===== src/rtl/mem_access_sequencer.sv =====
// -----------------------------------------------------------------------------
// mem_access_sequencer
//
// Multi-cycle control sequencer for the SPARC format-3 memory family (loads,
// stores and swap). Each state lasts at least one clock. The RAM request states
// hold until the RAM raises MFC, or until a bounded wait expires. All datapath
// controls are decoded combinationally from the current state and the latched
// instruction, so every control changes on a clock edge.
//
// Parameters
//   TIMEOUT          cycles allowed in a RAM request state without MFC before
//                    the access is aborted (legal range 1..255)
//
// Ports
//   Clk              system clock, rising edge
//   RESET            synchronous active-high reset
//   start            begin a sequence; only honoured in IDLE
//   IR_Out[31:0]     instruction word; captured on the accepted start edge
//   addr_lsb[1:0]    effective-address bits [1:0] from the ALU, valid in ADDR
//   MFC              memory function complete from the RAM
//   MAR_Enable, MDR_Enable, RAM_enable, register_file, TEMP_Enable
//                    datapath load / access enables
//   MDR_Mux_select   MDR input: 1 = RAM data, 0 = ALU output
//   extender_select  immediate extender mode (00 = simm13)
//   ALUB_Mux_select  ALU B source: 000 PB, 001 extender, 010 MDR, 100 TEMP
//   ALU_op           ALU function, always add
//   in_PA/PB/PC      register file read ports A/B and write port C
//   RAM_OpCode       access size/type presented to the RAM
//   busy             high whenever the sequencer is not idle
//   done             one-cycle pulse on successful completion
//   fault            one-cycle pulse on abort
//   fault_code       01 illegal op, 10 misaligned, 11 MFC timeout; held until
//                    the next accepted start
// -----------------------------------------------------------------------------
module mem_access_sequencer #(
    parameter int TIMEOUT = 16
) (
    input  logic        Clk,
    input  logic        RESET,
    input  logic        start,
    input  logic [31:0] IR_Out,
    input  logic [1:0]  addr_lsb,
    input  logic        MFC,
    output logic        MAR_Enable,
    output logic        MDR_Enable,
    output logic        RAM_enable,
    output logic        register_file,
    output logic        TEMP_Enable,
    output logic        MDR_Mux_select,
    output logic [1:0]  extender_select,
    output logic [2:0]  ALUB_Mux_select,
    output logic [5:0]  ALU_op,
    output logic [4:0]  in_PA,
    output logic [4:0]  in_PB,
    output logic [4:0]  in_PC,
    output logic [5:0]  RAM_OpCode,
    output logic        busy,
    output logic        done,
    output logic        fault,
    output logic [1:0]  fault_code
);

    typedef enum logic [3:0] {
        S_IDLE,
        S_ADDR,
        S_RD_REQ,
        S_RD_LATCH,
        S_WB,
        S_SWP_TEMP,
        S_ST_MDR,
        S_WR_REQ,
        S_SWP_WB,
        S_DONE,
        S_FAULT
    } state_t;

    // Last counter value before the wait is declared expired.
    localparam logic [7:0] TIMEOUT_LAST = 8'(TIMEOUT - 1);

    // Opcode classification tables.
    localparam logic [5:0] LOAD_OPS  [5] = '{6'b000000, 6'b000001, 6'b000010,
                                             6'b001001, 6'b001010};
    localparam logic [5:0] STORE_OPS [3] = '{6'b000100, 6'b000101, 6'b000110};
    localparam logic [5:0] WORD_OPS  [3] = '{6'b000000, 6'b000100, 6'b001111};
    localparam logic [5:0] HALF_OPS  [3] = '{6'b000010, 6'b001010, 6'b000110};
    localparam logic [5:0] SWAP_OP        = 6'b001111;

    // RAM opcodes a swap presents for its read and write halves.
    localparam logic [5:0] SWAP_RD_OP     = 6'b000000;
    localparam logic [5:0] SWAP_WR_OP     = 6'b000100;

    state_t      state_reg, state_next;
    logic [31:0] ir_reg, ir_next;
    logic [7:0]  wait_cnt_reg, wait_cnt_next;
    logic [1:0]  fault_code_reg, fault_code_next;

    // Instruction fields, taken from the latched copy.
    logic [4:0]  rd_q, rs1_q, rs2_q;
    logic [5:0]  op3_q;
    logic        imm_q;

    assign rd_q  = ir_reg[29:25];
    assign op3_q = ir_reg[24:19];
    assign rs1_q = ir_reg[18:14];
    assign imm_q = ir_reg[13];
    assign rs2_q = ir_reg[4:0];

    // The format bits and the simm13/asi field are handled elsewhere in the
    // datapath; the sequencer has no use for them.
    logic ir_unused;
    assign ir_unused = ^{ir_reg[31:30], ir_reg[12:5]};

    // In IDLE the instruction is not latched yet, so the legality check on the
    // start edge has to look at IR_Out directly. Every other state uses ir_reg.
    logic [5:0] dec_op3;
    assign dec_op3 = (state_reg == S_IDLE) ? IR_Out[24:19] : op3_q;

    logic [4:0] load_hit;
    logic [2:0] store_hit;
    logic [2:0] word_hit;
    logic [2:0] half_hit;

    genvar gi;
    generate
        for (gi = 0; gi < 5; gi++) begin : g_load_dec
            assign load_hit[gi] = (dec_op3 == LOAD_OPS[gi]);
        end
        for (gi = 0; gi < 3; gi++) begin : g_class_dec
            assign store_hit[gi] = (dec_op3 == STORE_OPS[gi]);
            assign word_hit[gi]  = (dec_op3 == WORD_OPS[gi]);
            assign half_hit[gi]  = (dec_op3 == HALF_OPS[gi]);
        end
    endgenerate

    logic is_load, is_store, is_swap, op_legal;
    logic is_word, is_half, addr_aligned;
    logic timeout_hit;

    assign is_load  = |load_hit;
    assign is_store = |store_hit;
    assign is_swap  = (dec_op3 == SWAP_OP);
    assign op_legal = is_load | is_store | is_swap;

    assign is_word = |word_hit;
    assign is_half = |half_hit;

    // Byte accesses are never misaligned.
    assign addr_aligned = is_word ? (addr_lsb == 2'b00) :
                          is_half ? (addr_lsb[0] == 1'b0) : 1'b1;

    assign timeout_hit = (wait_cnt_reg == TIMEOUT_LAST);

    // -------------------------------------------------------------------------
    // State register
    // -------------------------------------------------------------------------
    always_ff @(posedge Clk) begin
        if (RESET) begin
            state_reg      <= S_IDLE;
            ir_reg         <= '0;
            wait_cnt_reg   <= '0;
            fault_code_reg <= '0;
        end else begin
            state_reg      <= state_next;
            ir_reg         <= ir_next;
            wait_cnt_reg   <= wait_cnt_next;
            fault_code_reg <= fault_code_next;
        end
    end

    // -------------------------------------------------------------------------
    // Next-state logic
    // -------------------------------------------------------------------------
    always_comb begin
        state_next      = state_reg;
        fault_code_next = fault_code_reg;
        ir_next         = ir_reg;

        case (state_reg)
            S_IDLE: begin
                if (start) begin
                    ir_next         = IR_Out;
                    fault_code_next = 2'b00;
                    if (!op_legal) begin
                        state_next      = S_FAULT;
                        fault_code_next = 2'b01;
                    end else begin
                        state_next = S_ADDR;
                    end
                end
            end
            S_ADDR: begin
                if (!addr_aligned) begin
                    state_next      = S_FAULT;
                    fault_code_next = 2'b10;
                end else if (is_store) begin
                    state_next = S_ST_MDR;
                end else begin
                    state_next = S_RD_REQ;
                end
            end
            S_RD_REQ: begin
                // A completion arriving on the last allowed cycle still counts.
                if (MFC) begin
                    state_next = S_RD_LATCH;
                end else if (timeout_hit) begin
                    state_next      = S_FAULT;
                    fault_code_next = 2'b11;
                end
            end
            S_RD_LATCH: state_next = is_swap ? S_SWP_TEMP : S_WB;
            S_WB:       state_next = S_DONE;
            S_SWP_TEMP: state_next = S_ST_MDR;
            S_ST_MDR:   state_next = S_WR_REQ;
            S_WR_REQ: begin
                if (MFC) begin
                    state_next = is_swap ? S_SWP_WB : S_DONE;
                end else if (timeout_hit) begin
                    state_next      = S_FAULT;
                    fault_code_next = 2'b11;
                end
            end
            S_SWP_WB:   state_next = S_DONE;
            S_DONE:     state_next = S_IDLE;
            S_FAULT:    state_next = S_IDLE;
            default:    state_next = S_IDLE;
        endcase
    end

    // Wait counter: counts cycles spent in a request state, cleared whenever
    // the state changes so each request starts from zero. Saturates at 255.
    always_comb begin
        wait_cnt_next = '0;
        if ((state_reg == S_RD_REQ || state_reg == S_WR_REQ) &&
            (state_next == state_reg)) begin
            wait_cnt_next = (wait_cnt_reg == 8'hFF) ? wait_cnt_reg
                                                    : wait_cnt_reg + 8'd1;
        end
    end

    // -------------------------------------------------------------------------
    // Output logic (Moore, from the current state)
    // -------------------------------------------------------------------------
    always_comb begin
        MAR_Enable      = 1'b0;
        MDR_Enable      = 1'b0;
        RAM_enable      = 1'b0;
        register_file   = 1'b0;
        TEMP_Enable     = 1'b0;
        MDR_Mux_select  = 1'b0;
        extender_select = 2'b00;
        ALUB_Mux_select = 3'b000;
        in_PA           = 5'd0;
        in_PB           = 5'd0;
        in_PC           = 5'd0;
        RAM_OpCode      = 6'b000000;
        done            = 1'b0;
        fault           = 1'b0;

        case (state_reg)
            S_ADDR: begin
                // Effective address rs1 + (simm13 | rs2) goes into MAR.
                MAR_Enable = 1'b1;
                in_PA      = rs1_q;
                if (imm_q) begin
                    ALUB_Mux_select = 3'b001;
                    extender_select = 2'b00;
                end else begin
                    ALUB_Mux_select = 3'b000;
                    in_PB           = rs2_q;
                end
            end
            S_RD_REQ: begin
                RAM_enable     = 1'b1;
                MDR_Mux_select = 1'b1;
                RAM_OpCode     = is_swap ? SWAP_RD_OP : op3_q;
            end
            S_RD_LATCH: begin
                RAM_enable     = 1'b1;
                MDR_Mux_select = 1'b1;
                MDR_Enable     = 1'b1;
            end
            S_WB: begin
                // rd <= r0 + MDR; a write to r0 is discarded by the register file.
                register_file   = 1'b1;
                in_PC           = rd_q;
                in_PA           = 5'd0;
                ALUB_Mux_select = 3'b010;
            end
            S_SWP_TEMP: begin
                // Park the loaded word in TEMP before MDR is overwritten.
                TEMP_Enable     = 1'b1;
                ALUB_Mux_select = 3'b010;
                in_PA           = 5'd0;
            end
            S_ST_MDR: begin
                // MDR <= rd + r0, the store data.
                in_PA           = rd_q;
                in_PB           = 5'd0;
                ALUB_Mux_select = 3'b000;
                MDR_Mux_select  = 1'b0;
                MDR_Enable      = 1'b1;
            end
            S_WR_REQ: begin
                RAM_enable = 1'b1;
                RAM_OpCode = is_swap ? SWAP_WR_OP : op3_q;
            end
            S_SWP_WB: begin
                // rd <= r0 + TEMP, the old memory word.
                register_file   = 1'b1;
                in_PC           = rd_q;
                in_PA           = 5'd0;
                ALUB_Mux_select = 3'b100;
            end
            S_DONE:  done  = 1'b1;
            S_FAULT: fault = 1'b1;
            default: ;
        endcase
    end

    assign ALU_op     = 6'b000000;
    assign busy       = (state_reg != S_IDLE);
    assign fault_code = fault_code_reg;

endmodule


===== config.mk =====
export PLATFORM = sky130hd
export DESIGN_NAME = mem_access_sequencer
export DESIGN_NICKNAME = d
export VERILOG_FILES = /design/src/rtl/mem_access_sequencer.sv
export SDC_FILE = /design/constraint.sdc
export NUM_CORES = 1
export LEC_CHECK = 0
export ABC_CLOCK_PERIOD_IN_PS = 4700
export CORE_MARGIN = 5
export CORE_UTILIZATION = 47
export DETAILED_ROUTE_END_ITERATION = 10
export GPL_ROUTABILITY_DRIVEN = 0
export GPL_TIMING_DRIVEN = 0
export PLACE_DENSITY = 0.89
export SLEW_MARGIN = 20
export SYNTH_ARGS = -nofsm -noshare
export SYNTH_HDL_FRONTEND = slang
export SYNTH_SLANG_ARGS = --single-unit

===== constraint.sdc =====
create_clock -name Clk -period 4.7 [get_ports Clk]
set_input_delay 0.47 -clock Clk [delete_from_list [all_inputs] [get_ports Clk]]
set_output_delay 0.47 -clock Clk [all_outputs]
set_load 0.01 [all_outputs]

== Word level (Yosys, flattened, before mapping) ==
Index checks and enable logic that the tools add are counted.
Operators by class
  add/sub/neg operators: 1
  equal/unequal tests: 25
  muxes and demuxes: 36
  bitwise gates (word level): 4
  reductions and logical operators: 20
Operators by type and width (count)
  $pmux 4 s8: 1
  $mux 4: 6
  $eq 6x3->1 const B: 3
  $eq 6x4->1 const B: 3
  $mux 6: 3
  $eq 4x3->1 const B: 4
  $mux 5: 3
  $mux 1: 14
  $eq 4x4->1 const B: 3
  $pmux 6 s2: 1
  $reduce_or 2->1: 6
  $reduce_or 3->1: 4
  $pmux 5 s2: 1
  $pmux 3 s3: 1
  $add 8x1->8 const B: 1
  $eq 4x2->1 const B: 2
  $eq 8x4->1 const B: 1
  $eq 8x8->1 const B: 1
  $mux 2: 4
  $eq 6x1->1 const B: 1
  $eq 6x2->1 const B: 1
  $logic_not 6->1: 1
  $ne 2x2->1 const B: 3
  $pmux 2 s3: 1
  other kinds (15): 17
Word-level totals
  flip-flop bits (word level): 44
  input port bits: 38
  output and inout port bits: 43
  logic and storage cells: 90

== Longest topological paths before layout ==
Gate-level depths: netlist of run 1.
  depth in word-level cells: 13
  mapped depth: 8
  mapped depth without buffers: 7

== Least setup slack after synthesis of run 1 ==
Ideal clock, no wire load.
  kind: register to output
  start: register state_reg[2]
  end: output port RAM_OpCode[2]
  arrival: 1.743 ns
  data required time: 4.230 ns
  setup slack: 2.487 ns
  stages on the path, launching flop included: 7
  path buffers: 1
  cells stage by stage: dfxtp_1 > buf_2 > nor4_4 > nor4_2 > o21bai_1 > or3_1 > a211oi_1
On the way
  word-level cells in the longest chain between the ends: 5
  elaborated cells on any way between the ends: 8
RTL lines
  start: declaration: line 92  | state_t state_reg, state_next;
  start signal: assignment: line 163  | state_reg <= state_next;
  $logic_not 4->1: line 116  | assign dec_op3 = (state_reg == S_IDLE) ? IR_Out[24:19] : op3_q;
  $mux 6: line 116
  $eq 6x4->1: line 141  | assign is_swap = (dec_op3 == SWAP_OP);
  $mux 6 (on tied branches): line 305, 275
  $pmux 6 s2 (*): line 259  | case (state_reg)
  end: declaration: line 56  | output logic [5:0] RAM_OpCode,
Every way passes the cells marked *; elsewhere a longest branch is shown, timed or not.

== Worst setup path after layout of run 1 ==
Ends and elaborated chain as after synthesis.

==> results of run 1 <==
==> through the flow <==
step	setup slack, ns	cell area [sq um]	total power [mW]
after floorplan	2.487	2112	0.7176
after detailed placement	1.683	2798	0.9032
after global routing	1.429	2909	1.249
after global placement	1.721	2798	0.8927
after CTS	1.516	2909	1.177
final	1.572	2909	1.176
==> worst min-delay path, delay by kind of cell (launching register included) <==
family	cells	cell delay [ns]
flops	1	0.31
simple gates	1	0.05
compound gates	1	0.05
==> final cells by class <==
type / count / area (sq um)
Buffer: 21 / 113.9
Clock buffer: 5 / 68.82
Clock inverter: 3 / 42.54
Fill cell: 367 / 1415
Inverter: 5 / 18.77
Multi-Input combinational cell: 226 / 1259
Sequential cell: 36 / 720.7
Tap cell: 52 / 65.06
Timing Repair Buffer: 62 / 620.6
==> worst max-delay path by stage <==
stage               endpoint  depth (start not counted)  slack, ns          from
3_3_place_gp   RAM_OpCode[2]                          7       1.72    IR_Out[20]
4_1_cts        RAM_OpCode[2]                          7       1.52  state_reg[2]
5_1_grt        RAM_OpCode[2]                          7       1.43  state_reg[2]
6_report       RAM_OpCode[2]                          7       1.57  state_reg[2]
2_1_floorplan  RAM_OpCode[2]                          6       2.49  state_reg[2]
3_5_place_dp   RAM_OpCode[2]                          7       1.68    IR_Out[20]
==> power breakdown <==
part           total, mW  leakage, nW  internal [mW]  switching, mW
Combinational      0.502        0.725          0.215          0.288
Sequential         0.401        0.294          0.354         0.0469
Clock              0.272       0.0541          0.157          0.115
==> routing by layer <==
metal | share of wire (%) | vias to the layer above | track usage [%]
met3 | 8.0 | 8 | 4.492
met2 | 51 | 98 | 32.88
met1 | 41 | 994 | 23.02
met4 | 0.77 | 0 | 4.895
met5 | 0 | - | 0
li1 | - | 1102 | -
==> cell usage in the layout (no fill, tap or decap), drive strengths merged, types with 6 or more instances in the layout <==
cell type | netlist | routed
a21oi | 32 | 32
nor3 | 8 | 8
dfxtp | 36 | 36
and3 | 6 | 6
nand2 | 56 | 56
nand2b | 6 | 6
a22oi | 7 | 7
and2 | 19 | 19
nor2 | 29 | 29
buf | 10 | 10
clkdlybuf4s50 | 0 | 62
conb | 1 | 8
clkbuf | 11 | 16
==> kinds of logic after synthesis <==
group,share of synthesized area (%)
adder cells (fa/ha/maj),0.5998
AO/OA/AOI/OAI,18.90
buffers and inverters,6.358
flip-flops,34.55
AND/OR/NAND/NOR,35.69
other,0.1798
multiplexers,1.620
XOR/XNOR,2.099
==> metrics, run 1 <==
dominant cells by area after synthesis dfxtp_1 (35%), nand2_1 (10%), a21oi_1 (7.7%); total die area 5870 sq um; Worst-Margin Slew 0.6688 ns; run status complete, no violations; H-tree Lvls 2; worst reg2reg path depth 6; area share of the largest cell type after synthesis 34.55%; Power per Cell Area 404.2 nW/um^2; Hold Path Depth 2; remaining antenna violation count after routing 0; sum of net half-perimeters after detailed placement 4372 um; # Max-Cap Violations 0; period utilisation layout 66.55%; First-pass DRT Iterations 5; cells traversed along the worst timing path buf_2, nor4_4, nor4_2, o21bai_1, or3_1, a211oi_1, clkdlybuf4s50_1; total DRC errors in the routed layout 0; worst reg-to-reg setup slack 2.41 ns; initial detailed-routing violation count 167; most frequently used cell type in the post-synthesis netlist nand2_1; clk_skew 0.005404 ns; register area share after synthesis 34.55%; Rel. slew slack 54.83%; clock latency on the worst-skew pair 0.29 ns; largest net degree at the start of global routing 13; post-DR vias/cell 5.371; number of buffers added to fix hold violations after cts 0; combined global-route utilization of all metal layers 18.84%; Row Count 24; number of distinct library cell variants in the gate-level netlist after synthesis 48; CTS tree built; cell type group with the largest total delay on the critical path simple AND/OR/NAND/NOR gates; Critical Path End Type output port; worst min path class flip-flop to flip-flop; setup repair after global routing missed its margin no; Vert. Die Dim 76.62 um; number of global-route vias before repair 2,081; ratio of cells with drive above 1 in the final layout 7.263%; worst path arrival time 2.66 ns; Root Driver clkbuf_8; # diodes 0; count of instances resized after the clock tree is built 0; reported leakage power 1.073 nW; FF+latch count, synth 36; number of clock sinks 36; r2r startpoint wait_cnt_reg[7]; Worst Path Class, Setup flip-flop to output port; Hold Path Sink ir_reg[3]; critical-path cell with the highest stage delay clkdlybuf4s50_1; flip-flop count of the largest register after layout 22; count of final setup violators 0; growth of design area from synthesis to finish 39.47%; Inserted Clock Buffers 5; I/O Buffers 62; DR vias 2,202; Worst Setup Start Kind flip-flop; number of cells in the design after placement 402; number of enable flip-flop cells after synthesis 0; count of placed standard cells in the final layout, fillers left out 410; leading post-synthesis cells by instance count nand2_1 (56), dfxtp_1 (36), a21oi_1 (32); final core occ 67.27%; data required time of the critical path 4.23 ns; width of the die 76.62 um; netlist area before placement 2086 sq um; number of buffers and inverters on the critical path 2; peak supply drop 0.2495 mV; Fin Hold WS 0.4517 ns; Post-Route WL 5698 um; cell taking the most area after synthesis dfxtp_1; summed negative setup slack over all endpoints 0 ns; clock edge transition at the registers on the reported setup and hold paths 0.08 ns; final-report hold violation count 0; FFs w/ async S/R, synth 0%; Mapped Cells 281; effective utilization at floorplan 48.23%; number of primary I/O pins 81; Mean Syn Cell Area 7.423 sq um; Final min period 3.128 ns; core area 4324 sq um; GRT overflow 0; wire length of the first global-routing pass 9273 um; Clock Path Buffers 2; hold path startpoint ir_reg[3]; number of nets in the layout 396; capturing point of the worst reg2reg path wait_cnt_reg[0]; post-CTS setup repair buffer count 0; synthesis warning total 0; dominant synthesized flop cell dfxtp_1; initial antenna violation count 0; number of slew-limit violations in the final report 0; detail-routed net length per standard cell 13.90 um; achievable frequency 0.3197 GHz; maximum fanout along the worst path 9; Worst path max stage delay 0.58 ns
(Power assumes the default switching activity.)
==> run 2, diff against run 1 <==
- ABC_CLOCK_PERIOD_IN_PS: 4700 -> 2900
- CORE_UTILIZATION: 47 -> 44
- PLACE_DENSITY: 0.89 -> 0.85
- clock period: 4.7 -> 2.9 ns (I/O delays scaled with it)
==> run 2 against run 1 <==
Clock-buffer cell count is 2 higher. Combinational power is 64% higher. Worst hold slack better by 0.00054 ns. Sequential share of layout area hardly changed. Clock power is 37% higher. Critical path type unchanged. Largest power group unchanged.
==> metrics, run 2 (synthesis gave the netlist of run 1 again) <==
run status complete, no violations (unchanged); CTS tree built (unchanged); Worst Path Class, Setup flip-flop to output port (unchanged); clk_skew 0.005076 ns (was 0.005404 ns); Worst Setup Start Kind flip-flop (unchanged); setup repair after global routing missed its margin no (unchanged); Post-Route WL 5545 um (was 5698 um); worst min path class flip-flop to flip-flop (unchanged); GRT overflow 0 (unchanged); worst path arrival time 2.34 ns (was 2.66 ns); Inserted Clock Buffers 5 (unchanged); Vert. Die Dim 78.85 um (was 76.62 um); launching instance or port of the critical path state_reg[0] (was state_reg[2]); count of final setup violators 0 (unchanged); Row Count 25 (was 24); wire length of the first global-routing pass 9101 um (was 9273 um); period utilisation layout 90.77%; summed negative setup slack over all endpoints 0 ns (unchanged); Clock Path Buffers 2 (unchanged); initial antenna violation count 0 (unchanged); most common library cell in the layout ignoring fill and taps clkdlybuf4s50_1 (unchanged); core area 4661 sq um (was 4324 sq um); peak supply drop 0.4270 mV (was 0.2495 mV); total die area 6217 sq um (was 5870 sq um); total DRC errors in the routed layout 0 (unchanged); sum of net half-perimeters after detailed placement 4318 um (was 4372 um); hold path startpoint ir_reg[1] (was ir_reg[3]); combined global-route utilization of all metal layers 18.08% (was 18.84%); worst reg-to-reg setup slack 0.62 ns (was 2.41 ns); largest net degree at the start of global routing 12 (was 13); post-CTS setup repair buffer count 0 (unchanged); initial detailed-routing violation count 120 (was 167); number of buffers added to fix hold violations after cts 0 (unchanged); data required time of the critical path 2.61 ns (was 4.23 ns); # Max-Cap Violations 0 (unchanged); number of global-route vias before repair 2,080 (was 2,081); Hold Path Sink ir_reg[1] (was ir_reg[3]); ratio of cells with drive above 1 in the final layout 7.821% (was 7.263%); growth of design area from synthesis to finish 39.29% (was 39.47%); Worst path max stage delay 0.54 ns (was 0.58 ns); Worst-Margin Slew 0.6241 ns (was 0.6688 ns); Root Driver clkbuf_8 (unchanged); clock latency on the worst-skew pair 0.29 ns (about the same); number of buffers and inverters on the critical path 2 (unchanged); Critical Path End Type output port (unchanged); Power per Cell Area 635.3 nW/um^2 (was 404.2 nW/um^2); final-report hold violation count 0 (unchanged); reported leakage power 1.080 nW (was 1.073 nW); number of slew-limit violations in the final report 0 (unchanged); clock edge transition at the registers on the reported setup and hold paths 0.07 ns (was 0.08 ns); number of nets in the layout 396 (unchanged); width of the die 78.85 um (was 76.62 um); # diodes 0 (unchanged); Rel. slew slack 57.85% (was 54.83%); H-tree Lvls 2 (unchanged); detail-routed net length per standard cell 13.46 um (was 13.90 um); First-pass DRT Iterations 4 (was 5); remaining antenna violation count after routing 0 (unchanged); Hold Path Depth 2 (unchanged); final core occ 62.34% (was 67.27%); effective utilization at floorplan 44.75% (was 48.23%); maximum fanout along the worst path 10 (was 9); number of primary I/O pins 81 (unchanged); achievable frequency 0.3799 GHz; r2r startpoint wait_cnt_reg[7] (unchanged); I/O Buffers 62 (unchanged); commonest cells after routing, fill and taps aside clkdlybuf4s50_1 (61), nand2_1 (56), dfxtp_1 (36) (was clkdlybuf4s50_1 (62), nand2_1 (56), dfxtp_1 (36)); worst reg2reg path depth 6 (unchanged); cells traversed along the worst timing path clkbuf_2, nor4b_4, nor2b_1, and2_1, clkdlybuf4s50_1 (was buf_2, nor4_4, nor4_2, o21bai_1, or3_1, a211oi_1, clkdlybuf4s50_1); cell type group with the largest total delay on the critical path simple AND/OR/NAND/NOR gates (unchanged); critical-path cell with the highest stage delay clkdlybuf4s50_1 (unchanged); post-DR vias/cell 5.352 (was 5.371); capturing point of the worst reg2reg path wait_cnt_reg[4] (was wait_cnt_reg[0]); DR vias 2,205 (was 2,202); number of clock sinks 36 (unchanged); flip-flop count of the largest register after layout 22 (unchanged); Final min period 2.632 ns
## run 2: changes by cell type in the layout (fill, tap and decap cells not counted), sizes merged
cell / previous run / this run
dlygate4sd2: 0 / 1
clkinv: 1 / 0
clkbuf: 16 / 18
clkdlybuf4s50: 62 / 61
bufinv: 1 / 0
## run 2: worst max path at each step
stage	endpoint	slack [ns]	cells after the start
2_1_floorplan	RAM_OpCode[2]	0.87	6
3_3_place_gp	wait_cnt_reg[0]	0.12	7
3_5_place_dp	wait_cnt_reg[4]	0.08	7
4_1_cts	in_PB[4]	0.09	5
5_1_grt	in_PB[4]	0.14	5
6_report	in_PB[4]	0.27	5
## run 2: worst min-delay path, stage by stage, from the launching register on
cell and delay [ns]:
dfxtp_1 0.31, nand2_1 0.05, a21oi_1 0.05
## run 2: where the power goes
part,leakage (nW),total [mW],internal (mW),switching (mW)
combinational,0.741,0.825,0.358,0.468
clock,0.0445,0.372,0.193,0.179
sequential,0.294,0.649,0.574,0.0744
## run 2: layout make-up
| cell class | count | area [sq um] |
|---|---|---|
| flip-flops and latches | 36 | 720.7 |
| inverters | 5 | 18.77 |
| fillers | 415 | 1755 |
| clock buffers | 7 | 86.33 |
| repair buffers | 62 | 619.3 |
| plain buffers | 21 | 117.6 |
| well taps | 54 | 67.56 |
| clock inverters | 1 | 7.507 |
| multi-input cells | 226 | 1267 |
## run 2: metal layers
layer  share of wire [%]  vias to the layer above  GRT usage [%]
met1                  41                     1016          21.23
met5                   0                        -              0
met2                  51                       80          31.32
li1                    -                     1101              -
met3                 7.2                        8          5.442
met4                 1.2                        0          6.186
## run 2: what timing repair did
item	CTS	global route
setup endpoints to repair	3	10
pin swaps	1	0
resized for setup	2	6
## run 2: stage by stage
| step | cell area (sq um) | std cells | hold WS, ns | setup WS, ns | total power, mW |
|---|---|---|---|---|---|
| global placement | 2800 | 404 | 0.4372 | 0.1242 | 1.445 |
| CTS | 2902 | 412 | 0.4537 | 0.08667 | 1.842 |
| global route | 2905 | 412 | 0.4681 | 0.1353 | 1.973 |
| floorplan | 2112 | 288 | 0.4260 | 0.8666 | 1.163 |
| detailed placement | 2800 | 404 | 0.4440 | 0.07736 | 1.461 |
| finish | 2905 | 412 | 0.4522 | 0.2678 | 1.846 |
